$ cat src/rtl/joystick_dir_decoder.sv
// joystick_dir_decoder
// Polls an MCP3008 driver at a fixed rate, turns each x/y sample into a signed offset
// from centre, applies a deadzone, debounces the result and reports a 4-way direction.
//
// Ports:
//   clk          system clock
//   rst_n        asynchronous active-low reset
//   adc_start    1-cycle start request to the ADC driver
//   x_data_in    10-bit x sample, valid with data_valid
//   y_data_in    10-bit y sample, valid with data_valid
//   data_valid   1-cycle strobe from the ADC driver
//   dx, dy       signed 11-bit offsets (sample - CENTER), registered
//   dir          committed direction {up,down,left,right}, one-hot or 0 for centre
//   dir_changed  1-cycle pulse when dir takes a new value
//   timeout      1-cycle pulse when the ADC fails to answer within TIMEOUT cycles
//   fault        sticky timeout flag, cleared by the next accepted sample
//
// Optional feature: define JOY_AVG_EN to run each axis through a 4-sample moving
// average (window preloaded with CENTER) before the offset stage; adds one cycle.

module joystick_dir_decoder #(
    parameter int unsigned SAMPLE_DIV = 500000,
    parameter int unsigned TIMEOUT    = 2000,
    parameter int unsigned CENTER     = 512,
    parameter int unsigned DEADZONE   = 96,
    parameter int unsigned STABLE_CNT = 3
) (
    input  logic        clk,
    input  logic        rst_n,
    output logic        adc_start,
    input  logic [9:0]  x_data_in,
    input  logic [9:0]  y_data_in,
    input  logic        data_valid,
    output logic [10:0] dx,
    output logic [10:0] dy,
    output logic [3:0]  dir,
    output logic        dir_changed,
    output logic        timeout,
    output logic        fault
);

    localparam int unsigned TickW = (SAMPLE_DIV > 1) ? $clog2(SAMPLE_DIV) : 1;
    localparam int unsigned WaitW = (TIMEOUT > 1) ? $clog2(TIMEOUT) : 1;
    localparam logic [10:0] CenterW = 11'(CENTER);
    localparam logic [10:0] DzW     = 11'(DEADZONE);
    localparam logic [3:0]  StableW = 4'(STABLE_CNT);

    typedef enum logic [2:0] {
        StIdle,
        StWait,
`ifdef JOY_AVG_EN
        StAvg,
`endif
        StCalc,
        StCommit
    } state_e;

    state_e            state_q, state_d;
    logic [TickW-1:0]  tick_q;
    logic              tick;
    logic [WaitW-1:0]  wait_q, wait_d;
    logic              start_d, timeout_d, fault_d, changed_d;
    logic [9:0]        xs_q, xs_d, ys_q, ys_d;
    logic [10:0]       dx_d, dy_d;
    logic [3:0]        raw_q, raw_d, cand_q, cand_d, cnt_q, cnt_d, dir_d;
    logic [10:0]       dx_c, dy_c, adx, ady;
    logic              x_def, y_def;
    logic [3:0]        raw_c;

`ifdef JOY_AVG_EN
    logic [3:0][9:0]   xw_q, xw_d, yw_q, yw_d;
    logic [11:0]       xsum, ysum;

    assign xsum = 12'(xw_q[0]) + 12'(xw_q[1]) + 12'(xw_q[2]) + 12'(xw_q[3]);
    assign ysum = 12'(yw_q[0]) + 12'(yw_q[1]) + 12'(yw_q[2]) + 12'(yw_q[3]);
`endif

    assign tick = (tick_q == TickW'(SAMPLE_DIV - 1));

    // Offsets and raw direction from the latched sample
    assign dx_c  = {1'b0, xs_q} - CenterW;
    assign dy_c  = {1'b0, ys_q} - CenterW;
    assign adx   = dx_c[10] ? (~dx_c + 11'd1) : dx_c;
    assign ady   = dy_c[10] ? (~dy_c + 11'd1) : dy_c;
    assign x_def = (adx > DzW);
    assign y_def = (ady > DzW);

    always_comb begin
        raw_c = 4'b0000;
        // Larger magnitude wins; a tie goes to the y axis
        if (ady >= adx) begin
            if (y_def) raw_c = dy_c[10] ? 4'b0100 : 4'b1000;
        end else begin
            if (x_def) raw_c = dx_c[10] ? 4'b0010 : 4'b0001;
        end
    end

    always_comb begin
        state_d   = state_q;
        wait_d    = wait_q;
        start_d   = 1'b0;
        timeout_d = 1'b0;
        changed_d = 1'b0;
        fault_d   = fault;
        xs_d      = xs_q;
        ys_d      = ys_q;
        dx_d      = dx;
        dy_d      = dy;
        raw_d     = raw_q;
        cand_d    = cand_q;
        cnt_d     = cnt_q;
        dir_d     = dir;
`ifdef JOY_AVG_EN
        xw_d      = xw_q;
        yw_d      = yw_q;
`endif
        unique case (state_q)
            StIdle: begin
                if (tick) begin
                    state_d = StWait;
                    start_d = 1'b1;
                    wait_d  = '0;
                end
            end
            StWait: begin
                // Data beats an expiry landing in the same cycle
                if (data_valid) begin
`ifdef JOY_AVG_EN
                    xw_d    = {xw_q[2:0], x_data_in};
                    yw_d    = {yw_q[2:0], y_data_in};
                    state_d = StAvg;
`else
                    xs_d    = x_data_in;
                    ys_d    = y_data_in;
                    state_d = StCalc;
`endif
                end else if (wait_q == WaitW'(TIMEOUT - 1)) begin
                    state_d   = StIdle;
                    timeout_d = 1'b1;
                    fault_d   = 1'b1;
                end else begin
                    wait_d = wait_q + WaitW'(1);
                end
            end
`ifdef JOY_AVG_EN
            StAvg: begin
                xs_d    = 10'(xsum >> 2);
                ys_d    = 10'(ysum >> 2);
                state_d = StCalc;
            end
`endif
            StCalc: begin
                dx_d    = dx_c;
                dy_d    = dy_c;
                raw_d   = raw_c;
                fault_d = 1'b0;
                state_d = StCommit;
            end
            StCommit: begin
                if (raw_q == cand_q) begin
                    cnt_d = (cnt_q >= StableW) ? StableW : cnt_q + 4'd1;
                end else begin
                    cand_d = raw_q;
                    cnt_d  = 4'd1;
                end
                if (cnt_d == StableW && cand_d != dir) begin
                    dir_d     = cand_d;
                    changed_d = 1'b1;
                end
                state_d = StIdle;
            end
            default: state_d = StIdle;
        endcase
    end

    always_ff @(posedge clk or negedge rst_n) begin
        if (!rst_n) begin
            state_q     <= StIdle;
            tick_q      <= '0;
            wait_q      <= '0;
            adc_start   <= 1'b0;
            timeout     <= 1'b0;
            fault       <= 1'b0;
            dir_changed <= 1'b0;
            xs_q        <= '0;
            ys_q        <= '0;
            dx          <= '0;
            dy          <= '0;
            raw_q       <= '0;
            cand_q      <= '0;
            cnt_q       <= '0;
            dir         <= '0;
`ifdef JOY_AVG_EN
            xw_q        <= {4{10'(CENTER)}};
            yw_q        <= {4{10'(CENTER)}};
`endif
        end else begin
            state_q     <= state_d;
            tick_q      <= tick ? '0 : tick_q + TickW'(1);
            wait_q      <= wait_d;
            adc_start   <= start_d;
            timeout     <= timeout_d;
            fault       <= fault_d;
            dir_changed <= changed_d;
            xs_q        <= xs_d;
            ys_q        <= ys_d;
            dx          <= dx_d;
            dy          <= dy_d;
            raw_q       <= raw_d;
            cand_q      <= cand_d;
            cnt_q       <= cnt_d;
            dir         <= dir_d;
`ifdef JOY_AVG_EN
            xw_q        <= xw_d;
            yw_q        <= yw_d;
`endif
        end
    end

endmodule
$ cat config.mk
export PLATFORM = sky130hd
export DESIGN_NAME = joystick_dir_decoder
export DESIGN_NICKNAME = d
export VERILOG_FILES = /design/src/rtl/joystick_dir_decoder.sv
export SDC_FILE = /design/constraint.sdc
export NUM_CORES = 1
export LEC_CHECK = 0
export CAP_MARGIN = 0
export CORE_MARGIN = 8
export CORE_UTILIZATION = 55
export CTS_CLUSTER_DIAMETER = 100
export DETAILED_ROUTE_END_ITERATION = 10
export PLACE_DENSITY_LB_ADDON = 0.1
export RECOVER_POWER = 100
export SYNTH_ARGS = -nofsm -noshare
export SYNTH_HDL_FRONTEND = slang
export SYNTH_SLANG_ARGS = --single-unit
$ cat constraint.sdc
create_clock -name clk -period 3.84 [get_ports clk]
set_input_delay 0.768 -clock clk [delete_from_list [all_inputs] [get_ports clk]]
set_output_delay 0.768 -clock clk [all_outputs]
set_load 0.03 [all_outputs]
==> flow_metrics.py <==
metrics = {
    "global_routing": {
        "grt_usage_pct": 16.4,
        "grt_pass1_wl_mm": 15.1,
        "antenna_found_initial": 0,
        "overflow": 0,
        "grt_max_degree": 72,
        "first_global_vias": 3208,
    },
    "setup_path": {
        "crit_path_cell_trace": "inv_1 -> ha_1 -> or4b_1 -> o21ai_0 -> xor2_1 -> ha_1 -> nand4_1 -> a21o_1 -> a32o_1 -> o21ai_0 -> o41ai_1",
        "crit_buf_inv": 1,
        "cp_max_fo": 6,
        "r2r_slack_ns": 0.73,
        "rr_worst_depth": 11,
        "startpoint_type": "flop",
        "critical-path-top-delay-family": "compound AO/OA/AOI/OAI gates",
        "worstPathRequired_ns": 4.03,
        "slowest_stage": "or4b_1",
        "rr_startpoint": "xs_q[1]",
        "crit_arrival_ns": 3.29,
        "r2r_end": "raw_q[0]",
        "cp-end-kind": "flop",
        "path_class": "reg2reg",
        "slowest_delay_ns": 0.47,
    },
    "synth": {
        "yosys_most_used_dff": "dfrtp_1",
        "ys_top_cells_by_area": "dfrtp_1 51%, mux2_2 10%, xnor2_1 4.6%",
        "synth-edff-count": 0,
        "synth_area_leader_cell": "dfrtp_1",
        "netlist_instances": 413,
        "synth.top_cell.area_share_pct": 50.8,
        "synthesis.nets": 451,
        "syn_area_sq_mm": 0.00453,
        "synth_area_per_cell_sq_um": 11.0,
        "ys_top_cells_by_count": "92 x dfrtp_1, 41 x mux2_2, 37 x nor2_1",
        "synth-seq-cells": 92,
        "synthMostInstantiatedCell": "dfrtp_1",
        "synth-seq-area-share_pct": 50.8,
        "ys_async_sr_fraction_pct": 100,
        "ys_warn_count": 0,
        "synth_cell_types": 47,
    },
    "detailed_routing": {
        "ant_nets": 0,
        "route.detailed.drc": 0,
        "via_per_inst": 5.45,
        "num_vias": 3137,
        "totalWireLength_mm": 8.76,
        "first_iter_violations": 124,
        "wire_per_inst_um": 15.2,
        "firstDrtPassIters": 4,
    },
    "sta": {
        "finalHoldWorstSlack_ns": 0.485,
        "worst_pin_slew_ns": 1.71,
        "finalSetupTns_ns": 0,
        "relSlewSlack_pct": -13.8,
        "clock_skew_ns": 0.0123,
        "report.final.slew_viol_count": 109,
        "period_needed_ns": 3.11,
        "grt_setup_unrepaired": "no",
        "max_freq_mhz": 322,
        "finalCritPeriodShare_pct": 80.9,
        "setup_violations": 0,
        "hold_viol_final": 0,
    },
    "outcome": {
        "outcome": "finished, violations left",
        "violations": "max-capacitance violations, max-slew violations",
    },
    "clocking": {
        "htree_levels": 3,
        "numClockSinks": 92,
        "post_cts_resized": 0,
        "tritoncts": "done",
        "cts_inserted_buffers": 9,
        "hold_buffers": 0,
        "cts-root-buf": "clkbuf_8",
        "clkLatencyLatePin_ns": 0.37,
        "cts_setup_buffers": 0,
        "cts_buffer_depth": 2,
        "path_clk_slew_ns": 0.09,
    },
    "floorplanning": {
        "initial_utilization_pct": 56.0,
        "core-area_sq_mm": 0.00809,
        "fp-row-count": 33,
        "die_w_um": 107,
        "die_area_sq_mm": 0.0114,
        "pin_count": 53,
        "die_h_um": 107,
    },
    "power_and_ir_drop": {
        "leakage_uw": 0.00262,
        "powerDensity_mw_per_mm2": 315,
        "vdd_drop_max_v": 0.000227,
    },
    "cells_and_area": {
        "stdcell_count": 576,
        "seq_area_sq_mm": 0.00230,
        "drive_gt1_share_pct": 13.0,
        "syn_to_final_growth_pct": 17.4,
        "nets": 504,
        "multi_input_area_sq_mm": 0.00210,
        "diodes": 0,
        "fillers": 684,
    },
    "worst_hold_path": {
        "hold_class": "reg2reg",
        "worst_hold_startpoint": "fault",
        "whs_endpoint": "fault",
        "hold_depth": 1,
    },
    "place": {
        "gp_congestion": 0.793,
        "port_buffers": 52,
        "dp.cells": 560,
        "hpwlAfterDp_mm": 6.43,
    },
    "run": {
        "cap_violations": 2,
    },
}
## cell families (layout without fill, tap and decap cells)
family,after synthesis,after routing,synth area share (%)
fa+ha+maj,15,15,4.14
flops,92,92,50.8
mux,42,42,10.4
other cells,2,2,0.166
buf+inv,27,85,2.51
simple gates,140,140,16.1
xor+xnor,45,45,8.70
compound gates,50,50,7.16
## sequential cells by signal (all words and copies together), names as in the netlist
signal       count
ys_q            10
dy              10
dx              10
dir_changed      1
wait_q          11
adc_start        1
timeout          1
tick_q          19
cnt_q            4
dir              4
xs_q            10
cand_q           4
raw_q            4
fault            1
state_q          2
## how the worst max path moves through the flow
stage	from	end	slack, ns	cells past startpoint
after floorplan	xs_q[1]	raw_q[2]	1.10	11
after global placement	xs_q[0]	raw_q[2]	0.90	11
after detailed placement	xs_q[0]	raw_q[3]	0.76	11
after CTS	xs_q[0]	raw_q[3]	0.74	11
after global routing	xs_q[0]	raw_q[0]	0.53	11
final	xs_q[1]	raw_q[0]	0.73	11
## cells in the final DEF (no fill, tap or decap), types with 3 or more instances in the layout
cell type / synthesis / routed
inv_1: 12 / 12
or3_1: 4 / 4
nor3_1: 9 / 9
o41ai_1: 3 / 3
mux2_2: 41 / 41
nand2_1: 30 / 30
xor2_1: 21 / 21
clkbuf_8: 0 / 10
dlygate4sd3_1: 0 / 31
o21ai_0: 18 / 19
clkbuf_1: 8 / 6
a21oi_1: 10 / 10
nor2_1: 37 / 37
and4_1: 3 / 3
xnor2_1: 24 / 24
nand2b_1: 3 / 3
a21o_1: 6 / 6
clkdlybuf4s50_1: 0 / 20
nand4_1: 11 / 11
a32o_1: 3 / 3
nor2b_1: 5 / 5
dfrtp_1: 92 / 92
nand3_1: 16 / 16
ha_1: 15 / 15
nand3b_1: 3 / 3
and3_1: 6 / 6
## power by group
part | internal, uW | switching (uW)
logic | 21.1 | 24.6
registers | 968 | 0
clock network | 321 | 341
total | 1310 | 366
## metrics by stage
step | util (%) | instance area, sq um | power (uW) | setup slack [ns]
floorplan | - | 4530 | 992 | 1.10
global placement | 63.6 | 5150 | 1030 | 0.904
detailed placement | 63.6 | 5150 | 1040 | 0.757
CTS | 66.1 | 5350 | 1690 | 0.745
global route | 65.7 | 5310 | 1730 | 0.531
finish | 65.7 | 5310 | 1680 | 0.735
## final cells by class
class | instances | share of cell area, %
well taps | 105 | 2.47
clock inverters | 5 | 1.13
inverters | 12 | 0.848
multi-input cells | 294 | 39.5
flip-flops and latches | 92 | 43.3
repair buffers | 57 | 10.1
clock buffers | 11 | 2.66
## metal layers
| metal | vias to the layer above | part of all wire [%] | GRT usage, % | wire, um |
|---|---|---|---|---|
| met5 | - | 0 | 0 | 0 |
| met4 | 0 | 1.6 | 6.33 | 136 |
| met3 | 12 | 4.7 | 5.16 | 416 |
| met2 | 45 | 45 | 25.4 | 3960 |
| met1 | 1527 | 49 | 20.9 | 4250 |
| li1 | 1553 | - | - | - |
Note: power is estimated with default switching activity, not from simulation.
